--- config.mk ---
export PLATFORM = sky130hd
export DESIGN_NAME = mem_lane_unit_flat
export DESIGN_NICKNAME = d
export VERILOG_FILES = /design/src/rtl/mem_lane_unit_if.sv /design/src/rtl/mem_lane_unit.sv /design/src/flat_wrapper.sv
export SDC_FILE = /design/constraint.sdc
export NUM_CORES = 1
export LEC_CHECK = 0
export CAP_MARGIN = 5
export CORE_ASPECT_RATIO = 0.5
export CORE_MARGIN = 5
export CORE_UTILIZATION = 39
export DETAILED_ROUTE_END_ITERATION = 10
export GPL_ROUTABILITY_DRIVEN = 0
export PLACE_DENSITY_LB_ADDON = 0.25
export SLEW_MARGIN = 20
export SYNTH_ARGS = -nofsm -noshare
export SYNTH_HDL_FRONTEND = slang
export SYNTH_SLANG_ARGS = --single-unit
export TNS_END_PERCENT = 100
--- constraint.sdc ---
create_clock -name clk -period 4 [get_ports clk]
set_input_delay 1.2 -clock clk [delete_from_list [all_inputs] [get_ports clk]]
set_output_delay 1.2 -clock clk [all_outputs]
set_load 0.05 [all_outputs]
--- src/rtl/mem_lane_unit_if.sv ---
`default_nettype none
// ============================================================================
//  Module   : mem_lane_unit_if
//  Brief    : Data-bus bundle between the MEM-stage access unit and memory.
//             The unit drives a single request/acknowledge transaction.
//  Revision : 1.0  initial release
// ============================================================================
interface mem_lane_unit_if;
   logic        bus_req;
   logic        bus_we;
   logic [31:0] bus_addr;
   logic [3:0]  bus_be;
   logic [31:0] bus_wdata;
   logic        bus_ack;
   logic [31:0] bus_rdata;

   modport master (
      output bus_req, bus_we, bus_addr, bus_be, bus_wdata,
      input  bus_ack, bus_rdata
   );

   modport slave (
      input  bus_req, bus_we, bus_addr, bus_be, bus_wdata,
      output bus_ack, bus_rdata
   );
endinterface
`default_nettype wire

--- src/rtl/mem_lane_unit.sv ---
`default_nettype none
// ============================================================================
//  Module   : mem_lane_unit
//  Brief    : MEM-stage data access unit. Places store data into byte lanes
//             with byte enables, extracts and extends load data, and runs one
//             request/acknowledge bus transaction per access.
//  Revision : 1.0  initial release
// ============================================================================
module mem_lane_unit (
   input  wire logic        clk,
   input  wire logic        reset,
   input  wire logic        start,
   input  wire logic [2:0]  op,
   input  wire logic [31:0] addr,
   input  wire logic [31:0] wdata,
   output logic             busy,
   output logic             done,
   output logic [31:0]      rdata,
   output logic             addr_err,
   mem_lane_unit_if.master  bus
);

   localparam logic [2:0] c_op_lw  = 3'b000;
   localparam logic [2:0] c_op_lh  = 3'b001;
   localparam logic [2:0] c_op_lhu = 3'b010;
   localparam logic [2:0] c_op_lb  = 3'b011;
   localparam logic [2:0] c_op_lbu = 3'b100;
   localparam logic [2:0] c_op_sw  = 3'b101;
   localparam logic [2:0] c_op_sh  = 3'b110;
   localparam logic [2:0] c_op_sb  = 3'b111;

   typedef enum logic [1:0] {
      ST_IDLE = 2'd0,
      ST_REQ  = 2'd1,
      ST_DONE = 2'd2
   } state_t;

   state_t      r_state;
   state_t      w_next_state;

   logic [2:0]  r_op;
   logic [1:0]  r_off;
   logic        r_we;
   logic [29:0] r_word;
   logic [3:0]  r_be;
   logic [31:0] r_wdata;
   logic [31:0] r_rdata;
   logic        r_addr_err;

   logic        w_misaligned;
   logic        w_is_store;
   logic [3:0]  w_be;
   logic [31:0] w_wdata;
   logic [7:0]  w_byte;
   logic [15:0] w_half;
   logic [31:0] w_load;

   // Alignment check, lane enables and lane-replicated data for the incoming request
   always_comb begin
      w_misaligned = 1'b0;
      w_is_store   = 1'b0;
      w_be         = 4'b1111;
      w_wdata      = wdata;
      case (op)
         c_op_lw:           w_misaligned = (addr[1:0] != 2'b00);
         c_op_lh, c_op_lhu: w_misaligned = addr[0];
         c_op_sw: begin
            w_misaligned = (addr[1:0] != 2'b00);
            w_is_store   = 1'b1;
         end
         c_op_sh: begin
            w_misaligned = addr[0];
            w_is_store   = 1'b1;
            w_be         = addr[1] ? 4'b1100 : 4'b0011;
            w_wdata      = {wdata[15:0], wdata[15:0]};
         end
         c_op_sb: begin
            w_is_store   = 1'b1;
            w_be         = 4'b0001 << addr[1:0];
            w_wdata      = {4{wdata[7:0]}};
         end
         default: ;
      endcase
   end

   // Pick the addressed lane out of the returned word and extend it
   always_comb begin
      w_byte = bus.bus_rdata[8*r_off +: 8];
      w_half = r_off[1] ? bus.bus_rdata[31:16] : bus.bus_rdata[15:0];
      case (r_op)
         c_op_lh:  w_load = {{16{w_half[15]}}, w_half};
         c_op_lhu: w_load = {16'h0000, w_half};
         c_op_lb:  w_load = {{24{w_byte[7]}}, w_byte};
         c_op_lbu: w_load = {24'h000000, w_byte};
         default:  w_load = bus.bus_rdata;
      endcase
   end

   // State register
   always_ff @(posedge clk or posedge reset) begin
      if (reset) r_state <= ST_IDLE;
      else       r_state <= w_next_state;
   end

   // Next-state: misaligned requests skip the bus entirely
   always_comb begin
      w_next_state = r_state;
      case (r_state)
         ST_IDLE: if (start) w_next_state = w_misaligned ? ST_DONE : ST_REQ;
         ST_REQ:  if (bus.bus_ack) w_next_state = ST_DONE;
         ST_DONE: w_next_state = ST_IDLE;
         default: w_next_state = ST_IDLE;
      endcase
   end

   // Capture the request on acceptance and the load result on acknowledge
   always_ff @(posedge clk or posedge reset) begin
      if (reset) begin
         r_op       <= 3'b000;
         r_off      <= 2'b00;
         r_we       <= 1'b0;
         r_word     <= 30'd0;
         r_be       <= 4'b0000;
         r_wdata    <= 32'd0;
         r_rdata    <= 32'd0;
         r_addr_err <= 1'b0;
      end else if (r_state == ST_IDLE && start) begin
         if (w_misaligned) begin
            r_addr_err <= 1'b1;
            r_rdata    <= 32'd0;
         end else begin
            r_addr_err <= 1'b0;
            r_op       <= op;
            r_off      <= addr[1:0];
            r_we       <= w_is_store;
            r_word     <= addr[31:2];
            r_be       <= w_be;
            r_wdata    <= w_wdata;
         end
      end else if (r_state == ST_REQ && bus.bus_ack && !r_we) begin
         r_rdata <= w_load;
      end
   end

   assign busy          = (r_state != ST_IDLE);
   assign done          = (r_state == ST_DONE);
   assign rdata         = r_rdata;
   assign addr_err      = r_addr_err;
   assign bus.bus_req   = (r_state == ST_REQ);
   assign bus.bus_we    = r_we;
   assign bus.bus_addr  = {r_word, 2'b00};
   assign bus.bus_be    = r_be;
   assign bus.bus_wdata = r_wdata;

endmodule
`default_nettype wire
--- src/flat_wrapper.sv ---
// flat-port wrapper written by rule: the top's interface ports become plain ports
module mem_lane_unit_flat 
  (clk, reset, start, op, addr, wdata, busy, done, rdata, addr_err, bus_bus_req, bus_bus_we, bus_bus_addr, bus_bus_be, bus_bus_wdata, bus_bus_ack, bus_bus_rdata);
  mem_lane_unit_if bus_i ();
  input  wire logic clk;
  input  wire logic reset;
  input  wire logic start;
  input  wire logic [2:0] op;
  input  wire logic [31:0] addr;
  input  wire logic [31:0] wdata;
  output logic busy;
  output logic done;
  output logic [31:0] rdata;
  output logic addr_err;
  output wire logic [$bits(bus_i.bus_req)-1:0] bus_bus_req;
  output wire logic [$bits(bus_i.bus_we)-1:0] bus_bus_we;
  output wire logic [$bits(bus_i.bus_addr)-1:0] bus_bus_addr;
  output wire logic [$bits(bus_i.bus_be)-1:0] bus_bus_be;
  output wire logic [$bits(bus_i.bus_wdata)-1:0] bus_bus_wdata;
  input wire logic [$bits(bus_i.bus_ack)-1:0] bus_bus_ack;
  input wire logic [$bits(bus_i.bus_rdata)-1:0] bus_bus_rdata;
  assign bus_bus_req = bus_i.bus_req;
  assign bus_bus_we = bus_i.bus_we;
  assign bus_bus_addr = bus_i.bus_addr;
  assign bus_bus_be = bus_i.bus_be;
  assign bus_bus_wdata = bus_i.bus_wdata;
  assign bus_i.bus_ack = bus_bus_ack;
  assign bus_i.bus_rdata = bus_bus_rdata;
  mem_lane_unit u_core (.clk(clk), .reset(reset), .start(start), .op(op), .addr(addr), .wdata(wdata), .busy(busy), .done(done), .rdata(rdata), .addr_err(addr_err), .bus(bus_i));
endmodule
[Yosys cells after proc, flatten, opt, wreduce, memory -nomap -nowiden]
Cells that the tools add are included.
Operators by class
  eq/ne operators: 14
  shift-type cells: 2
  multiplexer cells: 15
  bitwise logic cells: 1
  reduce and logical (&&, ||, !) cells: 15
Operator list (number)
  case mux 32 bit (4 select lines): 1
  two-way mux 32 bit: 3
  case mux 32 bit (2 select lines): 1
  indexed part select 32 x 6 -> 8 bit: 1
  two-way mux 16 bit: 1
  == test 3 bit (second input constant): 4
  == test 3 x 2 -> 1 bit (second input constant): 3
  case mux 4 bit (2 select lines): 1
  == test 3 x 1 -> 1 bit (second input constant): 2
  two-way mux 2 bit: 3
  AND reduction 2 bit: 3
  nonzero test 2 bit: 3
  OR reduction 3 bit: 2
  two-way mux 4 bit: 1
  inequality test 2 x 1 -> 1 bit (second input constant): 2
  case mux 2 bit (2 select lines): 1
  << shifter 1 x 2 -> 4 bit (first input constant): 1
  logical AND 1 bit: 3
  zero test 3 bit: 1
  == test 2 x 1 -> 1 bit (second input constant): 1
  == test 2 bit (second input constant): 1
  zero test 2 bit: 1
  two-way mux 1 bit: 2
  inequality test 2 bit (second input constant): 1
  4 further kinds: 4
Storage, ports and cells
  register bits after elaboration: 107
  input bits: 103
  output and inout port bits: 105

[Logic depth before layout (Yosys ltp)]
Gate-level depths: netlist of run 1.
  depth after elaboration: 6
  depth in mapped cells: 8
  mapped depth without buffers: 5

[Worst setup path before layout of run 1]
No wires, ideal clock.
  path kind: in2reg
  from: input port op[1]
  to: register u_core.r_wdata[13], in the netlist u_core.bus.bus_wdata[13]
  setup time: 0.133 ns
  arrival: 2.593 ns
  required time: 3.867 ns
  path slack: 1.274 ns
  cell stages on the path: 7
  buffers on the path: 3
  path through: clkbuf_1 nor2_1 a222oi_1 or2_2 buf_2 clkbuf_1 o21ai_0
Between the ends
  cells in the longest elaborated chain, start to end: 5
  elaborated cells between the ends (all ways): 12
Ends and longest elaborated chain
  from (decl): RTL line flat_wrapper.sv:8  | input wire logic [2:0] op;
  == test 3 x 1 -> 1 bit (tied with other cells): RTL line mem_lane_unit.sv:64  | case (op)
  OR reduction 3 bit (no line) / OR reduction 2 bit (equally long branches)
  case mux 1 bit (2 select lines): RTL line mem_lane_unit.sv:64
  NOT 1 bit (no line)
  AND reduction 2 bit (no line)
  to (signal assigned): RTL line mem_lane_unit.sv:138  | r_wdata <= w_wdata;
  to (decl): RTL line mem_lane_unit.sv:46  | logic [31:0] r_wdata;
Parallel ways exist; a longest one is shown, timed or not.
A chain may end at the register's enable or synchronous reset.

[Worst setup path after layout of run 1]
  from: register u_core.r_state[1]
  to: output port bus_bus_req
Between the ends
  cells in the longest elaborated chain, start to end: 1
Ends and longest elaborated chain
  from (decl): RTL line mem_lane_unit.sv:38  | state_t r_state;
  from (signal assigned): RTL line mem_lane_unit.sv:102  | else r_state <= w_next_state;
  == test 2 x 1 -> 1 bit: RTL line mem_lane_unit.sv:149  | assign bus.bus_req = (r_state == ST_REQ);
  to (decl): RTL line flat_wrapper.sv:15  | output wire logic [$bits(bus_i.bus_req)-1:0] bus_bus_req;
Every way passes these cells.

==> impl_metrics.py, run 1 <==
metrics = {
    "clock_network": {
        "htree_levels": 3,
        "ctsResizeCount": 0,
        "postCtsHoldBufs": 0,
        "cts-root-buf": "clkbuf_16",
        "clock_latency_ns": 0.34,
        "cts_buffer_depth": 2,
        "cts_setup_buffers": 0,
        "path_clk_slew_ns": 0.07,
        "cts_buffers": 9,
        "tritoncts": "yes",
        "clock_sinks": 107,
    },
    "worst_setup_path": {
        "rr_startpoint": "u_core.r_off[1]$_DFFE_PP0P_",
        "r2r_end": "u_core.rdata[24]$_DFFE_PP0P_",
        "crit_type": "register to primary output",
        "critPathMaxFanout": 4,
        "worst_path_max_delay_cell": "clkdlybuf4s50_1",
        "critPathLaunchType": "register",
        "slowest_delay_ns": 0.81,
        "cp.arrival_ns": 1.81,
        "worst-path-buf-inv": 2,
        "worst_setup_path_end_kind": "primary output",
        "rrSetupSlack_ns": 1.64,
        "worst_r2r_path_depth": 5,
        "crit_family": "buffers and inverters",
        "crit_path_cell_trace": "nand2b_1 > inv_1 > clkdlybuf4s50_1",
        "worstPathRequired_ns": 2.80,
    },
    "global_routing": {
        "grt_pass1_wl_mm": 24.14,
        "antenna_found_initial": 0,
        "grt.total_usage_pct": 19.30,
        "grt_max_degree": 84,
        "grt_overflow": 0,
        "grt_pass1_vias": 4677,
    },
    "yosys": {
        "ys_warn_count": 0,
        "syn_area_sq_um": 5017,
        "synth_seq_area_share_pct": 53.37,
        "syn_area_per_cell_sq_um": 8.772,
        "syn_inst": 572,
        "synth_seq_cells": 107,
        "ys_types": 37,
    },
    "timing": {
        "fmax_mhz": 332.3,
        "worst_pin_slew_ns": 0.9787,
        "period_share_pct": 75.24,
        "tns_ns": 0,
        "fin_crit_ns": 3.010,
        "hold_slack_ns": 0.4712,
        "finalMaxSlewViolations": 0,
        "setup_violations": 0,
        "fin_skew_ns": 0.008837,
        "hold_viol_final": 0,
        "max_slew_margin_pct": 34.60,
        "grt_setup_unrepaired": "false",
    },
    "place": {
        "portBuffers": 205,
        "dp_hpwl_mm": 10.96,
        "placed_area_sq_um": 7249,
        "dp.cells": 918,
    },
    "floorplan": {
        "die_x_um": 170.4,
        "ios": 208,
        "die_height_um": 90.21,
        "dieArea_sq_um": 15370,
        "start_util_pct": 39.73,
        "coreArea_sq_um": 12630,
        "num_rows": 29,
    },
    "pwr": {
        "cellLeakagePower_nw": 3.439,
        "vdd.ir_drop.worst_mv": 0.4432,
        "power_density_nw_per_um2": 837.1,
    },
    "finish": {
        "antenna_cells": 0,
        "fin_cells": 934,
        "final_nets": 862,
        "postLayoutCoreUtil_pct": 59.67,
        "stdcell_area_sq_um": 7535,
        "syn2layout_area_growth_pct": 50.17,
        "drive_gt1_share_pct": 6.021,
        "nFillCells": 1140,
    },
    "detailed_routing": {
        "final_antenna_net_count": 0,
        "vias": 4658,
        "routed_wl_mm": 14.78,
        "initialDrtViolationCount": 270,
        "wl_per_cell_um": 15.83,
        "drc": 0,
        "first_pass_iters": 5,
        "viasPerCell": 4.987,
    },
    "worst_hold_path": {
        "hold_class": "register to register",
        "min_to": "u_core.rdata[8]$_DFFE_PP0P_",
        "hold_depth": 2,
        "hp-start": "u_core.rdata[8]$_DFFE_PP0P_",
    },
    "flow_run": {
        "maxCapViolCount": 0,
    },
    "outcome": {
        "outcome": "completed",
    },
}
[cells in the mapped netlist]
master | number | area [sq um]
xnor2_1 | 1 | 8.760
a2bb2oi_1 | 1 | 8.760
nand2b_1 | 4 | 25.02
o31ai_1 | 8 | 60.06
o211ai_1 | 3 | 22.52
nand3_1 | 4 | 20.02
and3_1 | 1 | 6.260
a32o_1 | 1 | 10.01
a211oi_1 | 7 | 52.55
nor3b_2 | 1 | 12.51
buf_2 | 12 | 60.06
nand4_1 | 3 | 18.77
a222oi_1 | 1 | 10.01
nand3b_1 | 2 | 15.01
or2_2 | 7 | 43.79
o221ai_1 | 9 | 78.83
a21o_1 | 1 | 7.510
nor2b_1 | 7 | 43.79
o21a_1 | 1 | 7.510
conb_1 | 1 | 3.750
mux2_2 | 8 | 90.09
xor2_1 | 1 | 8.760
dfrtp_1 | 107 | 2678
nor2_1 | 32 | 120.1
o21ai_0 | 61 | 305.3
o41ai_1 | 1 | 8.760
a31oi_1 | 2 | 12.51
mux2i_1 | 26 | 260.3
buf_1 | 3 | 11.26
o21bai_1 | 1 | 7.510
a211o_1 | 1 | 8.760
nand2_1 | 201 | 754.5
inv_1 | 8 | 30.03
buf_4 | 2 | 15.01
a31o_2 | 1 | 8.760
clkbuf_1 | 22 | 82.58
a21oi_1 | 20 | 100.1
[stage by stage]
step / power, mW / setup WS (ns)
2_1_floorplan: 4.192 / 1.274
3_3_place_gp: 5.448 / 0.6976
3_5_place_dp: 5.498 / 0.6689
4_1_cts: 6.369 / 0.9702
5_1_grt: 6.686 / 0.8485
6_report: 6.308 / 0.9903
[how the worst max path moves through the flow]
stage,end,cells after the start,startpoint,slack (ns)
after CTS,bus_bus_req,3,u_core.r_state[1]$_DFFE_PP0P_,0.97
after global routing,u_core.bus.bus_wdata[20]$_DFFE_PP0P_,8,op[1],0.85
final,bus_bus_req,3,u_core.r_state[1]$_DFFE_PP0P_,0.99
after floorplan,u_core.bus.bus_wdata[13]$_DFFE_PP0P_,7,op[1],1.27
after detailed placement,u_core.r_op[0]$_DFFE_PP0P_,6,op[0],0.67
after global placement,u_core.r_op[0]$_DFFE_PP0P_,6,op[0],0.70
[power by group]
group | leakage (nW) | switching (mW) | internal, mW
clock network | 0.131 | 0.423 | 0.433
registers | 1.35 | 0.320 | 1.53
logic | 1.96 | 2.43 | 1.17
total | 3.44 | 3.17 | 3.13
[layout make-up]
type	count	area [sq um]	share of cell area (%)
repair buffers	214	2157	28.63
flip-flops and latches	107	2678	35.54
clock inverters	7	60.06	0.7971
clock buffers	9	225.2	2.989
inverters	8	33.78	0.4484
well taps	170	212.7	2.823
multi-input cells	419	2168	28.78
[kinds of logic (layout without fill, tap and decap cells)]
logic type / count (synthesis) / in the layout / synth area share (%)
multiplexers: 34 / 34 / 6.983
AO/OA/AOI/OAI: 119 / 119 / 14.14
AND/OR/NAND/NOR: 262 / 262 / 21.12
flip-flops: 107 / 107 / 53.37
other: 1 / 2 / 0.07474
buffers and inverters: 47 / 238 / 3.965
XOR/XNOR: 2 / 2 / 0.3492
[cells in the final DEF, fill, tap and decap left out, drive strengths merged, types with 8 or more instances in the layout]
cell,count
dfrtp,107
a21oi,20
o221ai,9
clkbuf,9
inv,10
mux2i,26
nor2,32
o31ai,8
o21ai,61
buf,9
nand2,201
mux2,8
clkdlybuf4s50,205
[layer usage]
layer / routed length (um) / part of all wire (%) / vias to the layer above / GRT usage [%]
met5: 0 / 0 / - / 0
met4: 155 / 1.0 / 0 / 3.654
met3: 1063 / 7.2 / 10 / 5.872
met2: 7299 / 49 / 142 / 33.44
met1: 6265 / 42 / 2223 / 24.03
li1: - / - / 2283 / -
[worst register-to-register path: stages, from the launching register on]
cell and delay, ns:
dfrtp_1 0.82, mux2_2 0.45, o21ai_0 0.15, nand3b_1 0.09, nand4_1 0.50, o21ai_0 0.21
[sequential cells by signal, summed over array words and instances (netlist names)]
name / flops
u_core.r_word: 30
u_core.r_state: 2
u_core.bus.bus_we: 1
u_core.rdata: 32
u_core.addr_err: 1
u_core.r_op: 3
u_core.bus.bus_wdata: 32
u_core.bus.bus_be: 4
u_core.r_off: 2
Note: power is estimated with default switching activity, not from simulation.
==> run 2: changes to the inputs <==
clock period = 2.5 ns   (was 4 ns; I/O delays follow)
==> impl_metrics.py, run 2 (synthesis gave the netlist of run 1 again) <==
metrics = {
    "timing": {
        "grt_setup_unrepaired": "false",
        "hold_viol_final": 0,
        "fmax_mhz": 425.4,
        "setup_violations": 0,
        "fin_crit_ns": 2.351,
        "finalMaxSlewViolations": 0,
        "max_slew_margin_pct": 53.28,
        "period_share_pct": 94.03,
        "fin_skew_ns": 0.007921,
        "worst_pin_slew_ns": 0.6977,
    },
    "detailed_routing": {
        "first_pass_iters": 4,
        "vias": 4703,
        "drc": 0,
        "routed_wl_mm": 15.36,
        "final_antenna_net_count": 0,
        "initialDrtViolationCount": 300,
        "viasPerCell": 4.951,
        "wl_per_cell_um": 16.16,
    },
    "global_routing": {
        "grt_max_degree": 108,
        "grt_overflow": 0,
        "grt.total_usage_pct": 19.76,
        "grt_pass1_vias": 4746,
        "antenna_found_initial": 0,
        "grt_pass1_wl_mm": 24.61,
    },
    "floorplan": {
        "die_height_um": 90.21,
        "num_rows": 29,
        "ios": 208,
        "dieArea_sq_um": 15370,
        "die_x_um": 170.4,
        "coreArea_sq_um": 12630,
        "start_util_pct": 39.73,
    },
    "finish": {
        "antenna_cells": 0,
        "drive_gt1_share_pct": 8.077,
        "layout_commonest_cell": "clkdlybuf4s50_1",
        "final_nets": 879,
        "nFillCells": 1152,
        "postLayoutCoreUtil_pct": 60.94,
        "syn2layout_area_growth_pct": 53.37,
        "fin_cells": 950,
        "mostFrequentLayoutCells": "clkdlybuf4s50_1 (202), nand2_1 (201), dfrtp_1 (107)",
    },
    "worst_setup_path": {
        "critPathLaunchType": "register",
        "worst_setup_path_end_kind": "primary output",
        "crit_path_cell_trace": "clkdlybuf4s50_1",
        "worstPathRequired_ns": 1.75,
        "worst-path-buf-inv": 1,
        "crit_type": "register to primary output",
        "critPathMaxFanout": 3,
        "worst_path_max_delay_cell": "clkdlybuf4s50_1",
        "cp.arrival_ns": 1.60,
        "crit_family": "buffers and inverters",
        "slowest_delay_ns": 0.86,
    },
    "clock_network": {
        "cts_buffer_depth": 2,
        "clock_latency_ns": 0.35,
        "clock_sinks": 107,
        "path_clk_slew_ns": 0.07,
        "cts-root-buf": "clkbuf_16",
        "htree_levels": 3,
        "postCtsHoldBufs": 0,
        "cts_buffers": 9,
        "tritoncts": "yes",
    },
    "place": {
        "dp_hpwl_mm": 11.14,
        "dp.cells": 934,
        "portBuffers": 205,
    },
    "pwr": {
        "power_density_nw_per_um2": 1327,
        "vdd.ir_drop.worst_mv": 0.7238,
        "cellLeakagePower_nw": 3.538,
    },
    "outcome": {
        "outcome": "completed",
    },
    "flow_run": {
        "maxCapViolCount": 0,
    },
    "worst_hold_path": {
        "hold_class": "register to register",
    },
}
==> run 2: layout make-up <==
cell class                 count  area (sq um)  area share, %
tap                          170         212.7          2.764
timing repair buffer         230          2321          30.16
clock buffer                  11         242.7          3.154
sequential                   107          2678          34.80
multi-input combinational    420          2180          28.33
clock inverter                 4         27.53         0.3577
inverter                       8         33.78         0.4390
==> run 2: per-stage QoR <==
step	total power, mW	worst slack (ns)	TNS (ns)	area [sq um]	hold WS [ns]
finish	10.21	0.1491	0	7695	0.4679
global route	10.77	0.06299	0	7695	0.4847
CTS	10.28	0.03093	0	7684	0.4703
detailed placement	8.936	-0.3185	-16.03	7415	0.4554
global placement	8.843	-0.2580	-12.89	7415	0.4466
floorplan	6.708	0.2240	0	5025	0.4271
==> run 2: power by group <==
group	internal [mW]	switching, mW	total, mW
clock network	0.697	0.635	1.33
registers	2.45	0.445	2.89
logic	1.98	4.01	5.99
total	5.13	5.09	10.2
==> run 2: metal layers <==
layer	global-route usage (%)	share of wire [%]
met3	5.083	7.1
met1	25.13	43
met4	5.914	1.7
met5	0	0
met2	33.21	48
==> run 2: final timing paths <==
path	cells past startpoint	startpoint	slack, ns	end
max	1	u_core.bus.bus_we$_DFFE_PP0P_	0.15	bus_bus_we
min	2	u_core.rdata[12]$_DFFE_PP0P_	0.47	u_core.rdata[12]$_DFFE_PP0P_
max reg2reg	6	u_core.r_op[1]$_DFFE_PP0P_	0.45	u_core.rdata[2]$_DFFE_PP0P_
min reg2reg	2	u_core.rdata[12]$_DFFE_PP0P_	0.47	u_core.rdata[12]$_DFFE_PP0P_
max in group asynchronous	3	reset	1.14	u_core.r_word[6]$_DFFE_PP0P_
min in group asynchronous	3	reset	0.92	u_core.bus.bus_wdata[24]$_DFFE_PP0P_
==> run 2: repair_timing <==
| action | in CTS | in global routing |
|---|---|---|
| gates resized for setup | 1 | 1 |
| endpoints found under the setup margin | 1 | 42 |
| gates cloned | 0 | 1 |
| setup buffers | 0 | 0 |
| pin swaps | 0 | 1 |
